--- src/rtl/cdb_arbiter_pkg.sv ---
// cdb_arbiter_pkg: shared CDB constants, source encoding and queue entry type
package cdb_arbiter_pkg;
  localparam int ROB_TAG_WIDTH = 4;
  localparam int DATA_WIDTH = 32;
  localparam logic [ROB_TAG_WIDTH-1:0] ZERO_TAG_ROB = '0;
  localparam logic TRUE = 1'b1;
  localparam logic FALSE = 1'b0;
  typedef enum logic {CDB_SRC_ALU = 1'b0, CDB_SRC_LSB = 1'b1} cdb_src_e;
  typedef struct packed {
    logic [ROB_TAG_WIDTH-1:0] tag;
    logic [DATA_WIDTH-1:0] value;
  } cdb_entry_t;
endpackage

--- src/rtl/cdb_arbiter_if.sv ---
// cdb_arbiter_if: producer inputs and CDB broadcast outputs of cdb_arbiter
interface cdb_arbiter_if;
  import cdb_arbiter_pkg::*;
  logic rdy;
  logic [ROB_TAG_WIDTH-1:0] in_alu_tag;
  logic [DATA_WIDTH-1:0] in_alu_value;
  logic [ROB_TAG_WIDTH-1:0] in_lsb_tag;
  logic [DATA_WIDTH-1:0] in_lsb_value;
  logic in_rob_misbranch;
  logic [ROB_TAG_WIDTH-1:0] out_cdb_tag;
  logic [DATA_WIDTH-1:0] out_cdb_value;
  logic out_cdb_src;
  logic out_alu_full;
  logic out_lsb_full;
  logic out_overflow;
  modport master (
    output rdy, in_alu_tag, in_alu_value, in_lsb_tag, in_lsb_value, in_rob_misbranch,
    input out_cdb_tag, out_cdb_value, out_cdb_src, out_alu_full, out_lsb_full, out_overflow
  );
  modport slave (
    input rdy, in_alu_tag, in_alu_value, in_lsb_tag, in_lsb_value, in_rob_misbranch,
    output out_cdb_tag, out_cdb_value, out_cdb_src, out_alu_full, out_lsb_full, out_overflow
  );
endinterface

--- src/rtl/cdb_fifo.sv ---
// cdb_fifo: circular result queue with flush; full_o raised one entry early
module cdb_fifo #(
  parameter int DEPTH = 4,
  parameter int WIDTH = 8
) (
  input  logic                    clk,
  input  logic                    rst,
  input  logic                    push_i,
  input  logic                    pop_i,
  input  logic                    flush_i,
  input  logic [WIDTH-1:0]        wdata_i,
  output logic [WIDTH-1:0]        rdata_o,
  output logic [$clog2(DEPTH):0]  count_o,
  output logic                    full_o
);
  localparam int AW = $clog2(DEPTH);
  logic [WIDTH-1:0] mem_q [DEPTH];
  logic [AW-1:0] wr_q, rd_q;
  logic [AW:0] cnt_q;
  always_ff @(posedge clk) begin
    if (rst || flush_i) begin
      wr_q <= '0;
      rd_q <= '0;
      cnt_q <= '0;
    end else begin
      wr_q <= push_i ? wr_q + AW'(1) : wr_q;
      rd_q <= pop_i ? rd_q + AW'(1) : rd_q;
      cnt_q <= cnt_q + (AW+1)'(push_i) - (AW+1)'(pop_i);
    end
  end
  always_ff @(posedge clk) if (push_i) mem_q[wr_q] <= wdata_i;
  assign rdata_o = mem_q[rd_q];
  assign count_o = cnt_q;
  assign full_o = cnt_q >= (AW+1)'(DEPTH - 1);
endmodule

--- src/rtl/cdb_arbiter.sv ---
// cdb_arbiter: round-robin ALU/LSB result queues onto one registered CDB.
// Define CDB_BYPASS_EN to broadcast a result straight from the input when its queue is empty.
module cdb_arbiter
  import cdb_arbiter_pkg::*;
#(
  parameter int FIFO_DEPTH = 4
) (
  input logic clk,
  input logic rst,
  cdb_arbiter_if.slave cdb_if
);
  localparam int CW = $clog2(FIFO_DEPTH) + 1;
  localparam int EW = $bits(cdb_entry_t);
`ifdef CDB_BYPASS_EN
  localparam logic BYP = TRUE;
`else
  localparam logic BYP = FALSE;
`endif
  cdb_entry_t alu_in_e, lsb_in_e, alu_head, lsb_head, sel;
  logic [CW-1:0] alu_cnt, lsb_cnt;
  logic alu_in, lsb_in, alu_ne, lsb_ne, alu_room, lsb_room, alu_av, lsb_av;
  logic gnt, gnt_lsb, alu_byp, lsb_byp, go, flush, ovf;
  logic alu_push, alu_pop, lsb_push, lsb_pop;
  cdb_src_e last_q, src_q;
  logic [ROB_TAG_WIDTH-1:0] tag_q;
  logic [DATA_WIDTH-1:0] value_q;
  logic ovf_q;
  always_comb begin
    alu_in_e = '{tag: cdb_if.in_alu_tag, value: cdb_if.in_alu_value};
    lsb_in_e = '{tag: cdb_if.in_lsb_tag, value: cdb_if.in_lsb_value};
    go = cdb_if.rdy & ~cdb_if.in_rob_misbranch;
    flush = cdb_if.rdy & cdb_if.in_rob_misbranch;
    alu_in = cdb_if.in_alu_tag != ZERO_TAG_ROB;
    lsb_in = cdb_if.in_lsb_tag != ZERO_TAG_ROB;
    alu_ne = alu_cnt != '0;
    lsb_ne = lsb_cnt != '0;
    alu_room = alu_cnt < CW'(FIFO_DEPTH);
    lsb_room = lsb_cnt < CW'(FIFO_DEPTH);
    alu_av = alu_ne | (BYP & alu_in);
    lsb_av = lsb_ne | (BYP & lsb_in);
    gnt = alu_av | lsb_av;
    gnt_lsb = (alu_av & lsb_av) ? (last_q == CDB_SRC_ALU) : lsb_av;
    alu_byp = BYP & gnt & ~gnt_lsb & ~alu_ne;
    lsb_byp = BYP & gnt_lsb & ~lsb_ne;
    sel = gnt_lsb ? (lsb_byp ? lsb_in_e : lsb_head) : (alu_byp ? alu_in_e : alu_head);
    alu_pop = go & gnt & ~gnt_lsb & alu_ne;
    lsb_pop = go & gnt_lsb & lsb_ne;
    alu_push = go & alu_in & alu_room & ~alu_byp;
    lsb_push = go & lsb_in & lsb_room & ~lsb_byp;
    ovf = go & ((alu_in & ~alu_room) | (lsb_in & ~lsb_room));
  end
  cdb_fifo #(.DEPTH(FIFO_DEPTH), .WIDTH(EW)) u_alu_fifo (
    .clk, .rst, .push_i(alu_push), .pop_i(alu_pop), .flush_i(flush), .wdata_i(alu_in_e),
    .rdata_o(alu_head), .count_o(alu_cnt), .full_o(cdb_if.out_alu_full)
  );
  cdb_fifo #(.DEPTH(FIFO_DEPTH), .WIDTH(EW)) u_lsb_fifo (
    .clk, .rst, .push_i(lsb_push), .pop_i(lsb_pop), .flush_i(flush), .wdata_i(lsb_in_e),
    .rdata_o(lsb_head), .count_o(lsb_cnt), .full_o(cdb_if.out_lsb_full)
  );
  always_ff @(posedge clk) begin
    if (rst) begin
      tag_q <= ZERO_TAG_ROB;
      value_q <= '0;
      src_q <= CDB_SRC_ALU;
      last_q <= CDB_SRC_LSB;
      ovf_q <= FALSE;
    end else if (cdb_if.rdy) begin
      tag_q <= go & gnt ? sel.tag : ZERO_TAG_ROB;
      value_q <= go & gnt ? sel.value : '0;
      src_q <= go & gnt_lsb ? CDB_SRC_LSB : CDB_SRC_ALU;
      last_q <= go & gnt ? (gnt_lsb ? CDB_SRC_LSB : CDB_SRC_ALU) : last_q;
      ovf_q <= ovf_q | ovf;
    end
  end
  assign cdb_if.out_cdb_tag = tag_q;
  assign cdb_if.out_cdb_value = value_q;
  assign cdb_if.out_cdb_src = src_q;
  assign cdb_if.out_overflow = ovf_q;
endmodule
--- src/flat_wrapper.sv ---
// flat-port wrapper written by rule: the top's interface ports become plain ports
module cdb_arbiter_flat import cdb_arbiter_pkg::*;
#(
  parameter int FIFO_DEPTH = 4
)
  (clk, rst, cdb_if_rdy, cdb_if_in_alu_tag, cdb_if_in_alu_value, cdb_if_in_lsb_tag, cdb_if_in_lsb_value, cdb_if_in_rob_misbranch, cdb_if_out_cdb_tag, cdb_if_out_cdb_value, cdb_if_out_cdb_src, cdb_if_out_alu_full, cdb_if_out_lsb_full, cdb_if_out_overflow);
  cdb_arbiter_if cdb_if_i ();
  input logic clk;
  input logic rst;
  input wire logic [$bits(cdb_if_i.rdy)-1:0] cdb_if_rdy;
  input wire logic [$bits(cdb_if_i.in_alu_tag)-1:0] cdb_if_in_alu_tag;
  input wire logic [$bits(cdb_if_i.in_alu_value)-1:0] cdb_if_in_alu_value;
  input wire logic [$bits(cdb_if_i.in_lsb_tag)-1:0] cdb_if_in_lsb_tag;
  input wire logic [$bits(cdb_if_i.in_lsb_value)-1:0] cdb_if_in_lsb_value;
  input wire logic [$bits(cdb_if_i.in_rob_misbranch)-1:0] cdb_if_in_rob_misbranch;
  output wire logic [$bits(cdb_if_i.out_cdb_tag)-1:0] cdb_if_out_cdb_tag;
  output wire logic [$bits(cdb_if_i.out_cdb_value)-1:0] cdb_if_out_cdb_value;
  output wire logic [$bits(cdb_if_i.out_cdb_src)-1:0] cdb_if_out_cdb_src;
  output wire logic [$bits(cdb_if_i.out_alu_full)-1:0] cdb_if_out_alu_full;
  output wire logic [$bits(cdb_if_i.out_lsb_full)-1:0] cdb_if_out_lsb_full;
  output wire logic [$bits(cdb_if_i.out_overflow)-1:0] cdb_if_out_overflow;
  assign cdb_if_i.rdy = cdb_if_rdy;
  assign cdb_if_i.in_alu_tag = cdb_if_in_alu_tag;
  assign cdb_if_i.in_alu_value = cdb_if_in_alu_value;
  assign cdb_if_i.in_lsb_tag = cdb_if_in_lsb_tag;
  assign cdb_if_i.in_lsb_value = cdb_if_in_lsb_value;
  assign cdb_if_i.in_rob_misbranch = cdb_if_in_rob_misbranch;
  assign cdb_if_out_cdb_tag = cdb_if_i.out_cdb_tag;
  assign cdb_if_out_cdb_value = cdb_if_i.out_cdb_value;
  assign cdb_if_out_cdb_src = cdb_if_i.out_cdb_src;
  assign cdb_if_out_alu_full = cdb_if_i.out_alu_full;
  assign cdb_if_out_lsb_full = cdb_if_i.out_lsb_full;
  assign cdb_if_out_overflow = cdb_if_i.out_overflow;
  cdb_arbiter #(.FIFO_DEPTH(FIFO_DEPTH)) u_core (.clk(clk), .rst(rst), .cdb_if(cdb_if_i));
endmodule
--- config.mk ---
export PLATFORM = sky130hd
export DESIGN_NAME = cdb_arbiter_flat
export DESIGN_NICKNAME = d
export VERILOG_FILES = /design/src/rtl/cdb_arbiter_pkg.sv /design/src/rtl/cdb_arbiter_if.sv /design/src/rtl/cdb_fifo.sv /design/src/rtl/cdb_arbiter.sv /design/src/flat_wrapper.sv
export SDC_FILE = /design/constraint.sdc
export NUM_CORES = 1
export LEC_CHECK = 0
export CORE_MARGIN = 2
export CORE_UTILIZATION = 30
export CTS_CLUSTER_SIZE = 24
export DETAILED_ROUTE_END_ITERATION = 10
export DONT_BUFFER_PORTS = 1
export SLEW_MARGIN = 10
export SYNTH_ARGS = -nofsm -noshare
export SYNTH_HDL_FRONTEND = slang
export SYNTH_SLANG_ARGS = --single-unit
--- constraint.sdc ---
create_clock -name clk -period 4.3 [get_ports clk]
set_clock_uncertainty 0.2 [all_clocks]
set_input_delay 0.215 -clock clk [delete_from_list [all_inputs] [get_ports clk]]
set_output_delay 0.215 -clock clk [all_outputs]
set_load 0.1 [all_outputs]
==> results.py <==
metrics = {
    "floorplan": {
        "core_um2": 42900,
        "die_h_um": 212,
        "num_rows": 76,
        "start_util_pct": 30.2,
        "ioPinCount": 116,
        "die_area_um2": 44900,
        "die_x_um": 212,
    },
    "yosys": {
        "ys_ff_latch": 345,
        "ys_warn_count": 0,
        "yosys-top-cells-count": "288 x edfxtp_1, 72 x mux4_2, 57 x dfxtp_1, 40 x nand2_1, 38 x mux2i_1",
        "seq_area_frac_synth_pct": 75.5,
        "netlist.area_leader.share_pct": 66.7,
        "synth_edf_count": 288,
        "async_reset_ff_share_pct": 0,
        "yosys-top-cells-area": "edfxtp_1 67%, mux4_2 13%, dfxtp_1 8.8%",
        "synth_cell_types": 36,
        "syn_nets": 746,
        "synth.avg_cell_area_um2": 19.8,
        "synthCells": 654,
        "synth_flop_cell": "edfxtp_1",
        "yosys.cell_count.top_type": "edfxtp_1",
        "syn_area_um2": 13000,
        "synth_top_area_cell": "edfxtp_1",
    },
    "cells_and_area": {
        "final_nets": 836,
        "fin_cells": 1358,
        "drive_above_1_share_pct": 18.7,
        "area_growth_pct": 19.7,
        "fillCellCount": 3981,
        "final_area_um2": 15500,
    },
    "place": {
        "io_buffers": 0,
        "dp_cells": 1212,
        "postPlaceCellArea_um2": 13600,
        "dp_hpwl_um": 17000,
        "gp_congestion": 0.714,
    },
    "clock_network": {
        "cts_buffer_depth": 3,
        "clkTransAtPathRegs_ps": 60,
        "cts_max_level": 2,
        "cts_tree": "built",
        "cts_made_buffers": 37,
        "cts_root_buf": "clkbuf_16",
        "post_cts_resized": 0,
        "cts_num_sinks": 345,
        "worstSkewPairLatency_ps": 530,
    },
    "timing": {
        "min_period_over_period_pct": 60.7,
        "rsz0062_at_grt": "false",
        "whs_ps": -7.24,
        "setup_viol": 0,
        "maxSlewHeadroom_pct": 21.1,
        "slew_viol_final": 0,
        "max_freq_ghz": 0.383,
        "period_needed_ps": 2610,
        "final.setup.tns_ps": 0,
        "hold_violations": 1,
        "worstMarginPinSlew_ps": 1180,
    },
    "route": {
        "wl_um": 28300,
        "via_count": 6123,
        "wl_per_cell_um": 20.9,
        "first_pass_iters": 6,
        "viasPerCell": 4.51,
        "drc": 0,
        "drt_iter0_drc": 459,
        "drtAntennaViolNets": 0,
    },
    "outcome": {
        "outcome": "complete, but fails checks",
        "violations": "negative hold slack",
    },
    "global_route": {
        "grt_max_degree": 38,
        "gr-usage-all-layers_pct": 12.8,
        "antenna_found_initial": 4,
        "grt_pass1_wl_um": 42300,
        "grt_overflow": 0,
        "grt_pass1_vias": 6539,
    },
    "worst_hold_path": {
        "holdCritPathClass": "input port to flip-flop",
    },
    "critical_path": {
        "crit_path_start_kind": "flip-flop",
        "crit_type": "flip-flop to flip-flop",
        "critPathArrivalTime_ps": 2800,
        "required_ps": 4490,
        "crit_fanout": 5,
        "end_kind": "flip-flop",
    },
    "power": {
        "p_leak_uw": 0.00508,
        "peakVddDrop_mv": 0.313,
        "cellPowerDensity_nw_per_um2": 490,
    },
    "job": {
        "drv_cap": 0,
    },
}
## power by group
part | switching (uW) | internal [uW] | total [uW]
registers | 248 | 3730 | 3980
logic | 326 | 247 | 573
clock network | 1280 | 1780 | 3060
## metrics by stage
step                hold slack [ps]  util, %  worst slack, ps  total power (uW)
floorplan                       114        -             1880              4430
global placement               91.8     31.7             1730              4540
detailed placement             93.2     31.7             1680              4540
CTS                            3.52     36.2             1680              7690
global route                   70.1     36.2             1570              7880
finish                        -7.24     36.2             1690              7610
## area by class of cell
type / instances / area [um2] / area share, %
clock inverters: 23 / 219 / 1.41
inverters: 17 / 63.8 / 0.411
flip-flops and latches: 345 / 9800 / 63.1
multi-input cells: 264 / 2970 / 19.1
diodes: 1 / 2.50 / 0.0161
repair buffers: 79 / 788 / 5.08
clock buffers: 44 / 952 / 6.13
well taps: 585 / 732 / 4.71
## repair_timing
action / 4_1_cts / 5_1_grt
hold buffers: 78 / 0
setup buffers: 0 / 0
endpoints found under the hold margin: 345 / 0
## layout by cell type (no fill, tap or decap), types with 7 or more instances in the layout
cell,count
edfxtp_1,288
o21ai_0,9
mux2i_1,38
ha_1,14
clkbuf_16,37
and2_2,8
clkbuf_1,7
inv_1,17
clkinv_2,7
clkinv_1,7
dfxtp_1,53
mux4_2,72
nor2_1,14
nand2_1,40
o21ai_1,30
dlygate4sd3_1,78
## path summary, 6_finish.rpt
| kind | from | to | slack [ps] | depth (start not counted) |
|---|---|---|---|---|
| setup reg to reg | u_core.u_lsb_fifo.count_o[1] | u_core.u_lsb_fifo.count_o[2] | 1690 | 9 |
| hold / removal | cdb_if_in_alu_tag[2] | u_core.cdb_if.out_overflow | -7 | 4 |
| hold reg to reg | u_core.u_alu_fifo.rd_q[1] | flip-flop | 340 | 2 |
| setup / recovery | u_core.u_lsb_fifo.count_o[1] | u_core.u_lsb_fifo.count_o[2] | 1690 | 9 |
## critical path, stage by stage, from the launching register on
cell and delay, ps:
dfxtp_1 340, or3_1 530, nand3_1 220, inv_1 70
ha_1 270, inv_1 40, ha_1 190, fa_1 420
xnor2_1 140, nor2_1 60
## metal layers
metal | GRT usage, % | vias up | routed length [um]
met2 | 20.8 | 156 | 13500
met4 | 3.16 | 6 | 491
met1 | 17.0 | 3141 | 12500
met3 | 3.44 | 45 | 1820
li1 | - | 2775 | -
met5 | 0 | - | 25
## state kept, by name (all words and copies together) (netlist names), named ones only
register / cells
u_core.cdb_if.out_cdb_src: 1
u_core.cdb_if.out_cdb_tag: 4
u_core.cdb_if.out_cdb_value: 32
u_core.cdb_if.out_overflow: 1
u_core.last_q: 1
u_core.u_alu_fifo.count_o: 3
u_core.u_alu_fifo.mem_q: 144
u_core.u_alu_fifo.rd_q: 2
u_core.u_alu_fifo.wr_q: 2
u_core.u_lsb_fifo.count_o: 3
u_core.u_lsb_fifo.mem_q: 144
u_core.u_lsb_fifo.rd_q: 2
u_core.u_lsb_fifo.wr_q: 2
## logic make-up (layout without fill, tap and decap cells)
kind of cell,Yosys count,in the layout,share of synthesized area [%]
adder cells (fa/ha/maj),16,16,1.66
flip-flops,345,345,75.5
buffers and inverters,45,163,1.74
multiplexers,110,110,15.4
AND/OR/NAND/NOR,82,82,3.01
other,0,1,0
XOR/XNOR,7,7,0.473
AO/OA/AOI/OAI,49,49,2.21
No activity file was read; power rests on OpenSTA's default activity.
